`src/rtl/fifo_wr_arbiter.sv`:
```
// Round-robin arbiter sharing one FIFO write port among num_req valid/ready producers.
// Optional FIFO_ARB_STATS_EN adds a saturating stall_count output.
module fifo_wr_arbiter #(
  parameter int width     = 8,
  parameter int depth     = 8,
  parameter int num_req   = 4,
  parameter int max_burst = 4
) (
  input  logic                       clk,
  input  logic                       reset,
  input  logic [num_req-1:0]         req_valid,
  input  logic [num_req*width-1:0]   req_data,
  output logic [num_req-1:0]         req_ready,
  input  logic [$clog2(depth):0]     fifo_data_count,
  output logic                       fifo_wrEn,
  output logic [width-1:0]           fifo_wrData,
  output logic [$clog2(num_req)-1:0] grant_id,
  output logic                       busy
`ifdef FIFO_ARB_STATS_EN
  , output logic [15:0]              stall_count
`endif
);

  localparam int CW = $clog2(depth) + 1;
  localparam int GW = $clog2(num_req);
  localparam int BW = $clog2(max_burst) + 1;
  localparam logic [BW-1:0] BURST_LAST = BW'(max_burst - 1);
  localparam logic [CW:0]   DEPTH_V    = (CW+1)'(depth);

  typedef enum logic {IDLE, GRANT} state_t;
  state_t state, state_nxt;

  logic [GW-1:0] last_grant, rr_sel;
  logic          rr_hit;
  logic [BW-1:0] burst_cnt;
  logic [CW:0]   occ;
  logic          space, cur_valid, xfer, release_g;

  // The registered write still in flight counts as occupied.
  assign occ       = {1'b0, fifo_data_count} + {{CW{1'b0}}, fifo_wrEn};
  assign space     = occ < DEPTH_V;
  assign cur_valid = req_valid[grant_id];
  assign busy      = (state == GRANT);

  // Scan downward so the nearest requester after last_grant wins.
  always_comb begin
    int idx;
    rr_sel = '0;
    rr_hit = 1'b0;
    idx    = 0;
    for (int k = num_req; k >= 1; k--) begin
      idx = (int'(last_grant) + k) % num_req;
      if (req_valid[GW'(idx)]) begin
        rr_sel = GW'(idx);
        rr_hit = 1'b1;
      end
    end
  end

  always_ff @(posedge clk) begin
    if (reset) state <= IDLE;
    else       state <= state_nxt;
  end

  always_comb begin
    state_nxt = state;
    req_ready = '0;
    xfer      = 1'b0;
    release_g = 1'b0;
    case (state)
      IDLE: if (rr_hit) state_nxt = GRANT;
      GRANT: begin
        req_ready[grant_id] = space;
        xfer      = cur_valid && space;
        release_g = !cur_valid || (xfer && burst_cnt == BURST_LAST);
        if (release_g) state_nxt = IDLE;
      end
    endcase
  end

  always_ff @(posedge clk) begin
    if (reset) begin
      fifo_wrEn   <= 1'b0;
      fifo_wrData <= '0;
      grant_id    <= '0;
      burst_cnt   <= '0;
      last_grant  <= GW'(num_req - 1);
    end else begin
      fifo_wrEn <= xfer;
      if (xfer) begin
        fifo_wrData <= req_data[grant_id*width +: width];
        burst_cnt   <= burst_cnt + 1'b1;
      end
      if (state == IDLE && rr_hit) begin
        grant_id  <= rr_sel;
        burst_cnt <= '0;
      end
      if (release_g) last_grant <= grant_id;
    end
  end

`ifdef FIFO_ARB_STATS_EN
  always_ff @(posedge clk) begin
    if (reset)
      stall_count <= '0;
    else if (busy && cur_valid && !space && stall_count != 16'hFFFF)
      stall_count <= stall_count + 16'd1;
  end
`endif

endmodule

```
`config.mk`:
```
export PLATFORM = sky130hd
export DESIGN_NAME = fifo_wr_arbiter
export DESIGN_NICKNAME = d
export VERILOG_FILES = /design/src/rtl/fifo_wr_arbiter.sv
export SDC_FILE = /design/constraint.sdc
export NUM_CORES = 1
export LEC_CHECK = 0
export ABC_AREA = 1
export BUFFER_PORTS_ARGS = -buffer_cell sky130_fd_sc_hd__clkbuf_2
export CORE_MARGIN = 5
export CORE_UTILIZATION = 50
export DETAILED_ROUTE_END_ITERATION = 7
export PLACE_DENSITY = 0.85
export REMOVE_ABC_BUFFERS = 1
export SYNTH_ARGS = -nofsm -noshare
export SYNTH_HDL_FRONTEND = slang
export SYNTH_SLANG_ARGS = --single-unit
```
`constraint.sdc`:
```
create_clock -name clk -period 2.2 [get_ports clk]
set_input_delay 0.22 -clock clk [delete_from_list [all_inputs] [get_ports clk]]
set_output_delay 0.22 -clock clk [all_outputs]
set_load 0.01 [all_outputs]
```
Yosys cells after proc, flatten, opt, wreduce, memory -nomap -nowiden --
Cells that the tools add are included.
Word-level totals: bits in registers 17, bits of input ports 42, output and inout bits 16, word-level logic and storage cells 60
Cells by class: add/subtract/negate cells 6, magnitude comparators 7, eq/ne operators 1, shift-type cells 1, muxes and demuxes 30, bitwise gates (word level) 2, reductions and logical operators 7
Operators by type and width (count):
- 32-bit by 6-bit variable part select with 8-bit output | 1
- 1-bit two-way mux | 18
- 2-bit by 4-bit < comparator with 1-bit output, second input constant | 4
- 1-bit binary-select mux with 2-bit select | 5
- 2-bit two-way mux | 4
- 4-bit by 1-bit adder with 5-bit output | 1
- 5-bit by 4-bit < comparator with 1-bit output, second input constant | 1
- 2-bit by 1-bit adder with 2-bit output, second input constant | 2
- 2-bit adder, second input constant | 2
- 4-bit AND | 1
- 1-bit logical AND | 4
- 4-bit two-way mux | 1
- 3-bit by 1-bit adder with 3-bit output, second input constant | 1
- 3-bit by 2-bit equality test with 1-bit output, second input constant | 1
- 2-bit by 3-bit < comparator with 1-bit output, second input constant | 1
- 1-bit demux with 2-bit select | 1
- 2-bit by 1-bit greater-or-equal comparator with 1-bit output, second input constant | 1
- 1-bit case mux with 2 select lines | 1
- 2-bit OR reduction | 1
- 1-bit logical NOT | 1
- 1-bit logical OR | 1
- 1-bit inverter | 1

Longest topological paths before layout --
Gate-level depths: netlist of the first run.
word-level depth 10, mapped depth 12, gate-level depth less buffers 11

Worst setup path before layout of the first run --
Ideal clock, no wire load.
path kind flip-flop to flip-flop, start reg grant_id[0], end reg fifo_wrData[0], setup time 140 ps, data arrival time 1264 ps, data required time 2060 ps, setup slack 795 ps, cell stages (with the launch flop) 10, path buffers 2, clock period less this slack 1405 ps, cells stage by stage dfxtp_1 buf_6 nand2_2 nor2_2 nor2_2 a21oi_4 inv_2 buf_4 nand2_1 a21oi_2
Between the ends: word-level cells in the longest chain between the ends 4, elaborated cells between the ends (all ways) 5, those cells by class 1 x shift; 3 x mux; 1 x reduce/logical
RTL lines:
- start: declaration | line 17 | output logic [$clog2(num_req)-1:0] grant_id,
- start signal: assignment | line 95 | grant_id <= rr_sel;
- branches (longest 4 deep; another with 32-bit by 6-bit variable part select with 8-bit output)
- end signal: assignment | line 91 | fifo_wrData <= req_data[grant_id*width +: width];
- end: declaration | line 16 | output logic [width-1:0] fifo_wrData,
Parallel ways; which one is timed is not known. The select of a mux whose other input is x is not followed. A chain may end at the register's enable or synchronous reset.

Worst setup path in the final report of the first run --
start reg grant_id[1], end reg fifo_wrData[1]
Same word-level chain as after synthesis.

==> results of run 1 <==
==> worst max-delay path, delay by kind of cell, from the launching register on <==
| family | cells | cell delay, ns |
|---|---|---|
| and+or+nand+nor | 4 | 0.46 |
| AOI/OAI and AO/OA | 2 | 0.47 |
| buffers and inverters | 1 | 0.20 |
| DFF | 1 | 0.67 |
==> per-stage QoR <==
step / instance area [sq um] / std cells / hold slack [ns]
after CTS: 1560 / 286 / 0.336
after global placement: 1530 / 282 / 0.459
after floorplan: 1200 / 194 / 0.282
after detailed placement: 1530 / 282 / 0.461
final: 1560 / 286 / 0.336
after global routing: 1560 / 286 / 0.345
==> sequential cells by signal (all words and copies together), names as in the netlist <==
| name | count |
|---|---|
| grant_id | 2 |
| burst_cnt | 3 |
| fifo_wrData | 8 |
| busy | 1 |
| last_grant | 2 |
| fifo_wrEn | 1 |
==> worst paths after layout <==
check                                end  slack [ns]
max          fifo_wrData[1]$_SDFFE_PP0P_        0.27
min          fifo_wrData[5]$_SDFFE_PP0P_        0.34
max reg2reg  fifo_wrData[1]$_SDFFE_PP0P_        0.27
min reg2reg  fifo_wrData[7]$_SDFFE_PP0P_        0.47
==> Yosys cell counts, drive strengths merged <==
master / number
a21oi: 31
a31oi: 1
buf: 6
clkbuf: 2
dfxtp: 17
ha: 2
inv: 17
nand2: 87
nand3: 5
nand4: 1
nor2: 17
nor3: 2
nor3b: 1
o21ai: 12
o21bai: 1
==> logic make-up (layout without fill, tap and decap cells) <==
family / Yosys count / in the layout / synth area share, %
buffers and inverters: 25 / 79 / 9.83
adders and majority gates: 2 / 2 / 1.99
DFF: 17 / 17 / 27.0
and+or+nand+nor: 113 / 113 / 36.4
AOI/OAI and AO/OA: 45 / 45 / 24.7
==> routing by layer <==
layer  GRT usage (%)  wire length, um
met1            23.4             1460
met2            32.3             1460
met3            4.54              220
met4            4.75               15
met5               0                0
==> cell usage in the layout, fill, tap and decap left out, types with 2 or more instances in the layout <==
| master | Yosys | routed |
|---|---|---|
| dfxtp_1 | 17 | 17 |
| ha_1 | 2 | 2 |
| o21ai_2 | 8 | 8 |
| inv_1 | 13 | 13 |
| a21oi_2 | 10 | 10 |
| nor2_2 | 3 | 3 |
| clkbuf_4 | 0 | 3 |
| nand2_1 | 82 | 82 |
| clkbuf_2 | 0 | 57 |
| o21ai_0 | 4 | 4 |
| nor2_1 | 14 | 14 |
| inv_2 | 3 | 3 |
| nand3_1 | 5 | 5 |
| nand2_2 | 5 | 5 |
| nor3_1 | 2 | 2 |
| a21oi_1 | 20 | 20 |
==> area by class of cell <==
cell class	count	area (sq um)	area share, %
Sequential cell	17	340	21.8
Multi-Input combinational cell	160	796	51.0
Clock buffer	4	26.3	1.69
Tap cell	30	37.5	2.41
Inverter	17	66.3	4.25
Timing Repair Buffer	58	293	18.8
==> power by group <==
| group | total, W | internal (W) | switching (W) |
|---|---|---|---|
| clock network | 0.000163 | 0.0000703 | 0.0000928 |
| registers | 0.000419 | 0.000352 | 0.0000672 |
| logic | 0.000637 | 0.000226 | 0.000411 |
| total | 0.00122 | 0.000647 | 0.000571 |
==> run_results.csv, run 1 <==
group,metric,value,unit
synthesis,syn_avg_cell_area,6.24,sq um
sta,finalSetupViolations,0,
synthesis,synth_top_cell_by_area,"dfxtp_1",
synthesis,synth_top_area_share,27.0,%
critical_path,startpoint_type,"flop",
sta,setup_tns,0,ns
run_status,status,"finished clean",
critical_path,crit_chain,"nand2_1 > nor2_1 > nor2_2 > a21oi_4 > inv_2 > nand2_1 > a21oi_2",
finish,final_util,63.5,%
routing,drt_iter0_markers,82,
synthesis,ys_seq_area_share,27.0,%
clock_network,insertion_delay,0.28,ns
finish,nFillCells,241,
die,die_w,60.2,um
grt,grt_max_degree,20,
routing,dr.pass1.iters,5,
synthesis,synth.distinct_cells,26,
min_path,whs_path_depth,5,
die,dieHeight,60.2,um
power,leakagePower,0.794,nW
min_path,min_from,"req_data[21]",
sta,worst_pin_slew,0.543,ns
critical_path,crit_type,"flop to flop",
routing,drcViolationCount,0,
place,place_ws,0.283,ns
grt,track_usage,18.8,%
critical_path,slowest_stage,"dfxtp_1",
critical_path,crit_path_frequent_cell,"nand2_1",
clock_network,postCtsSetupRepairBufs,0,
grt,grt_antenna_before_repair,0,
clock_network,htree_levels,1,
critical_path,required,2.36,ns
sta,finalWorstSetupSlack,0.265,ns
power,p_per_area,782,nW/um^2
die,io_pins,58,
min_path,hp-class,"input pin to flop",
finish,drive_above_1_share,36.3,%
place,place_hpwl,2.51,mm
critical_path,path_max_fanout,14,
clock_network,cts_resized,0,
sta,slew_headroom,63.8,%
die,rows,18,
clock_network,cts-root-buf,"clkbuf_4",
die,initial_core_util,51.3,%
synthesis,syn_area,1260,sq um
finish,diodes,0,
critical_path,r2r-start,"grant_id[1]$_SDFFE_PP0P_",
clock_network,clock_sinks,17,
die,core-area,2450,sq um
critical_path,cp-startpoint,"grant_id[1]$_SDFFE_PP0P_",
sta,drv_slew,0,
synthesis,yosysWarnings,0,
die,die_area,3620,sq um
sta,grt_setup_unrepaired,"false",
critical_path,critPathMaxStageDelay,0.67,ns
routing,vias,1408,
synthesis,netlist_top_cells_area,"dfxtp_1 27%, nand2_1 24%, a21oi_1 7.9%",
clock_network,cts_tree,"built",
sta,fmax,517,MHz
routing,drt_wl_total,3.16,mm
finish,areaGrowthSynthToFinish,23.7,%
clock_network,cts_made_buffers,3,
clock_network,clk_pin_slew,0.10,ns
finish,nNetsFinal,301,
routing,vias_per_cell,4.92,
routing,ant_nets,0,
synthesis,syn_inst,202,
critical_path,reg2reg_depth,7,
sta,period_needed,1.93,ns
sta,final-hold-violation-count,0,
grt,grt_pass1_wl,5.38,mm
clock_network,cts_hold_buf,0,
clock_network,clk_path_buf_depth,2,
routing,routedWlPerCell,11.0,um
place,io_buffers,57,
place,gp_congestion,0.874,
power,power.total,0.00122,W
grt,gr-total-overflow,0,
sta,finClkSkew,0.00767,ns
critical_path,cp_data_arrival_time,2.10,ns
run,maxCapViolCount,0,
sta,period_share,87.9,%
power,vdd_drop_max,0.000483,V
synthesis,ys_seq_elements,17,
grt,grt_pass1_vias,1370,
critical_path,critPathCaptureType,"flop",
No activity file was read; power rests on OpenSTA's default activity.
==> run 2, diff against run 1 <==
Settings changed: ABC_AREA 1 to 0, CORE_UTILIZATION 50 to 47, CTS_BUF_LIST set to sky130_fd_sc_hd__clkbuf_8, PLACE_DENSITY 0.85 to 0.86, SKIP_LAST_GASP set to 1.
==> run_results.csv, run 2 <==
group,metric,value,unit
synthesis,syn_inst,105,
sta,worst_pin_slew,0.588,ns
synthesis,synth_most_common_cell,"nand2_1",
finish,largest_reg_flops,8,
sta,slew_headroom,60.3,%
finish,nFillCells,169,
routing,drt_iter0_markers,17,
die,rows,16,
critical_path,critPathMaxStageDelay,0.52,ns
grt,track_usage,18.9,%
finish,regArea,340,sq um
routing,met2WireLength,1.43,mm
synthesis,yosysWarnings,0,
grt,gr-total-overflow,0,
finish,fin_cells,190,
synthesis,synth_top_cell_by_area,"dfxtp_1",
routing,vias,1024,
clock_network,clock_sinks,17,
critical_path,crit_chain,"a41oi_1 > nand2_1 > nor3_1 > clkbuf_2",
power,power.total,0.000775,W
clock_network,postCtsSetupRepairBufs,0,
clock_network,clk_path_buf_depth,2,
finish,final_cell_mix,"57 x clkbuf_2, 23 x nand2_1, 17 x dfxtp_1",
finish,top_regs,"fifo_wrData x8, burst_cnt x3",
critical_path,crit_family,"compound AO/OA/AOI/OAI gates",
run_status,status,"finished clean",
routing,route.met3.wl,221,um
sta,grt_setup_unrepaired,"false",
synthesis,ys_seq_elements,17,
synthesis,synth_edf_count,0,
synthesis,ys_seq_area_share,35.4,%
grt,grt_pass1_wl,4.60,mm
die,dieHeight,55.2,um
power,vdd_drop_max,0.000432,V
critical_path,path_max_fanout,6,
place,placed_cells,186,
place,place_hpwl,2.24,mm
clock_network,cts-root-buf,"clkbuf_8",
critical_path,path_buf_inv,1,
routing,drcViolationCount,0,
die,die_w,55.2,um
clock_network,cts_made_buffers,3,
finish,areaGrowthSynthToFinish,36.6,%
sta,setup_tns,0,ns
synthesis,netlist_top_cells_area,"dfxtp_1 35%, mux4_2 21%, nand2_1 9.0%",
finish,regMostFlops,"fifo_wrData",
power,leakagePower,0.594,nW
sta,fmax,555,MHz
critical_path,slowest_stage,"a41oi_1",
finish,final_common_cell,"clkbuf_2",
die,initial_core_util,49.0,%
routing,ant_nets,0,
routing,drt_wl_total,2.80,mm
grt,grt_pass1_vias,974,
clock_network,clk_pin_slew,0.06,ns
die,die_area,3050,sq um
sta,period_needed,1.80,ns
synthesis,synth.distinct_cells,27,
routing,routedWlPerCell,14.7,um
synthesis,syn_avg_cell_area,9.15,sq um
routing,dr.pass1.iters,4,
clock_network,cts_hold_buf,0,
die,core-area,1960,sq um
routing,maxUsedRoutingLayer,"met4",
critical_path,startpoint_type,"flop",
grt,grt_antenna_before_repair,0,
critical_path,cp_data_arrival_time,1.58,ns
sta,hold_slack,0.319,ns
place,place_area,1270,sq um
min_path,hp-class,"input pin to flop",
clock_network,cts_resized,0,
run,maxCapViolCount,0,
grt,grt_max_degree,15,
sta,final-hold-violation-count,0,
sta,drv_slew,0,
clock_network,htree_levels,1,
place,gp_congestion,0.815,
clock_network,cts_tree,"built",
critical_path,critPathCaptureType,"primary output",
synthesis,syn_area,961,sq um
place,io_buffers,57,
critical_path,crit_type,"flop to primary output",
sta,finalSetupViolations,0,
finish,diodes,0,
min_path,whs_path_depth,2,
routing,m1WireLength,1.05,mm
sta,period_share,81.9,%
synthesis,synth_top_area_share,35.4,%
power,p_per_area,590,nW/um^2
die,io_pins,58,
synthesis,async_flop_share,0,%
routing,vias_per_cell,5.39,
critical_path,required,1.98,ns
finish,final_area,1310,sq um
finish,nNetsFinal,208,
critical_path,reg2reg_depth,4,
finish,multi_input_area,567,sq um
sta,finClkSkew,0.000547,ns
critical_path,worstSetupPathDepth,4,
clock_network,insertion_delay,0.24,ns
synthesis,synth_ff_type,"dfxtp_1",
finish,drive_above_1_share,45.4,%
synthesis,synth_common_cells,"23 x nand2_1, 17 x dfxtp_1, 11 x a21oi_1",
-- run 2: cell types whose count changed after synthesis, sizes merged, moves of 2 or more --
cell	previous run	this run
inv	17	7
nand2b	0	2
o211ai	0	2
a21oi	31	11
nand2	87	23
o21ai	12	4
nand3	5	3
mux4	0	9
buf	6	2
nor2	17	7
-- run 2: cell type report --
cell class	instances	share of cell area, %
timing repair buffer	59	22.9
multi-input combinational	76	43.2
clock inverter	1	0.286
sequential	17	25.9
tap	27	2.57
inverter	7	2.00
clock buffer	3	3.15
-- run 2: power breakdown --
| part | switching (W) | internal [W] | leakage, nW |
|---|---|---|---|
| sequential | 0.0000169 | 0.000326 | 0.139 |
| combinational | 0.000100 | 0.000111 | 0.428 |
| clock | 0.0000973 | 0.000124 | 0.0269 |
| total | 0.000214 | 0.000560 | 0.594 |
-- run 2: per-layer routing --
metal  track usage [%]  vias to the layer above
met5                 0                        -
li1                  -                      497
met3              6.29                        8
met2              32.4                       47
met1              19.8                      472
met4              11.1                        0
-- run 2: kinds of logic (layout without fill, tap and decap cells) --
group | count (synthesis) | count (layout) | synth area share, %
and+or+nand+nor | 39 | 39 | 17.4
DFF | 17 | 17 | 35.4
AOI/OAI and AO/OA | 25 | 25 | 16.9
buffers and inverters | 12 | 70 | 5.60
xor gates and xnor gates | 1 | 1 | 0.912
adders and majority gates | 2 | 2 | 2.60
muxes | 9 | 9 | 21.1
-- run 2: per-stage QoR --
step	setup slack, ns	util, %
after floorplan	0.316	-
after global placement	0.650	64.6
after detailed placement	0.574	64.6
after CTS	0.396	66.9
after global routing	0.237	66.9
final	0.397	66.9
-- run 2: worst paths after layout --
kind,from,to,slack [ns]
worst min register to register,fifo_wrData[2]$_SDFFE_PP0P_,fifo_wrData[2]$_SDFFE_PP0P_,0.46
worst max-delay path,fifo_wrEn$_SDFF_PP0_,req_ready[1],0.40
worst max register to register,fifo_wrEn$_SDFF_PP0_,fifo_wrData[5]$_SDFFE_PP0P_,0.56
worst min-delay path,reset,fifo_wrData[4]$_SDFFE_PP0P_,0.32
-- run 2: worst register-to-register path: stages (launching register included) --
cell     delay [ns]
dfxtp_1        0.31
a41oi_1        0.52
nand3_1        0.43
nand2_1        0.18
a21oi_1        0.08
==> run 3, diff against run 2 <==
Settings changed: CORE_UTILIZATION 47 to 44, PLACE_DENSITY 0.86 to 0.81.
Clock period 2.2 ns to 1.7 ns, I/O delays scaled along.
==> run_results.csv, run 3 (synthesis results as in run 2) <==
group,metric,value,unit
run_status,status,"finished clean",
die,initial_core_util,44.7,%
routing,drt_iter0_markers,29,
critical_path,required,1.87,ns
finish,regMostFlops,"fifo_wrData",
clock_network,cts-root-buf,"clkbuf_8",
power,p_int,0.000726,W
finish,drive_above_1_share,46.0,%
finish,final_cell_mix,"57 x clkbuf_2, 23 x nand2_1, 17 x dfxtp_1",
place,place_hpwl,2.14,mm
routing,drt_wl_total,2.61,mm
clock_network,clk_pin_slew,0.07,ns
clock_network,cts_hold_buf,0,
clock_network,clk_path_buf_depth,2,
sta,worst_pin_slew,0.354,ns
sta,finClkSkew,0.00361,ns
place,gp_congestion,0.732,
finish,final_common_cell,"clkbuf_2",
grt,grt_max_degree,15,
sta,fmax,646,MHz
power,p_switching,0.000283,W
critical_path,cp_data_arrival_time,1.72,ns
finish,diodes,0,
power,vdd_drop_max,0.000404,V
sta,period_share,91.1,%
routing,routedWlPerCell,13.7,um
sta,finalSetupViolations,0,
clock_network,htree_levels,1,
critical_path,crit_type,"flop to flop",
grt,track_usage,16.4,%
die,io_pins,58,
clock_network,cts_made_buffers,3,
routing,drcViolationCount,0,
routing,vias,1025,
die,dieHeight,56.7,um
power,clockPowerShare,29.0,%
clock_network,cts_tree,"built",
routing,vias_per_cell,5.37,
critical_path,critPathCaptureType,"flop",
power,pwr-share-seq,44.0,%
run,maxCapViolCount,0,
sta,slew_headroom,76.3,%
critical_path,startpoint_type,"flop",
die,die_area,3220,sq um
finish,nNetsFinal,208,
place,io_buffers,57,
power,p_per_area,763,nW/um^2
die,die_w,56.7,um
sta,final-hold-violation-count,0,
critical_path,path_max_fanout,4,
clock_network,insertion_delay,0.25,ns
routing,ant_nets,0,
place,place_ws,0.171,ns
sta,finalWorstSetupSlack,0.152,ns
finish,top_regs,"fifo_wrData x8, burst_cnt x3",
sta,grt_setup_unrepaired,"false",
power,power.total,0.00101,W
finish,areaGrowthSynthToFinish,37.5,%
power,switching_share,28.0,%
clock_network,clock_sinks,17,
grt,grt_pass1_vias,936,
sta,period_needed,1.55,ns
routing,dr.pass1.iters,4,
die,core-area,2150,sq um
finish,largest_reg_flops,8,
grt,gr-total-overflow,0,
sta,drv_slew,0,
power,pwr-share-comb,27.0,%
power,leakagePower,0.594,nW
die,rows,17,
min_path,hp-class,"input pin to flop",
grt,grt_antenna_before_repair,0,
grt,grt_pass1_wl,4.19,mm
run 3: timing repair:
action	4_1_cts	5_1_grt
gates resized for setup	0	1
setup endpoints to repair	0	4
setup buffers	0	0
run 3: worst max-delay path, stage by stage, from the launching register on:
cell and delay [ns]:
dfxtp_1 0.35, mux4_2 0.56, a21boi_1 0.19, nand2b_1 0.19, o211ai_1 0.18
run 3: through the flow:
step	hold slack (ns)	cells	util [%]	TNS (ns)	area (sq um)
detailed placement	0.449	187	59.1	0	1270
CTS	0.244	191	61.2	0	1310
floorplan	0.239	100	-	-1.95	933
global route	0.264	191	61.5	0	1320
finish	0.247	191	61.5	0	1320
global placement	0.446	187	59.1	0	1270
run 3: metal layers:
metal	wire (um)	share of wire, %	GRT usage (%)	vias up
met5	0	0	0	-
met4	41	1.6	6.95	0
met3	225	8.6	4.14	4
met2	1330	51	28.5	39
met1	1020	39	18.9	486
li1	-	-	-	496
run 3: worst paths after layout:
kind	slack [ns]	to	start	cells past startpoint
setup / recovery	0.15	last_grant[1]$_SDFFE_PP1P_	grant_id[0]$_SDFFE_PP0P_	4
hold / removal	0.25	fifo_wrData[7]$_SDFFE_PP0P_	reset	2
setup reg to reg	0.15	last_grant[1]$_SDFFE_PP1P_	grant_id[0]$_SDFFE_PP0P_	4
hold reg to reg	0.46	fifo_wrData[5]$_SDFFE_PP0P_	fifo_wrData[5]$_SDFFE_PP0P_	2
run 3: power by group through the flow:
stage | registers, W | clock network, W | logic, W
after floorplan | 0.000475 | 0 | 0.000137
after global placement | 0.000451 | 0 | 0.000263
after detailed placement | 0.000453 | 0 | 0.000271
after CTS | 0.000444 | 0.000299 | 0.000273
after global routing | 0.000447 | 0.000320 | 0.000301
final | 0.000444 | 0.000292 | 0.000272
run 3: cell type report:
cell class,count,area [sq um]
clock buffers,3,41.3
multi-input cells,76,574
clock inverters,1,3.75
repair buffers,59,300
inverters,7,26.3
well taps,28,35.0
fillers,206,827
flip-flops and latches,17,340
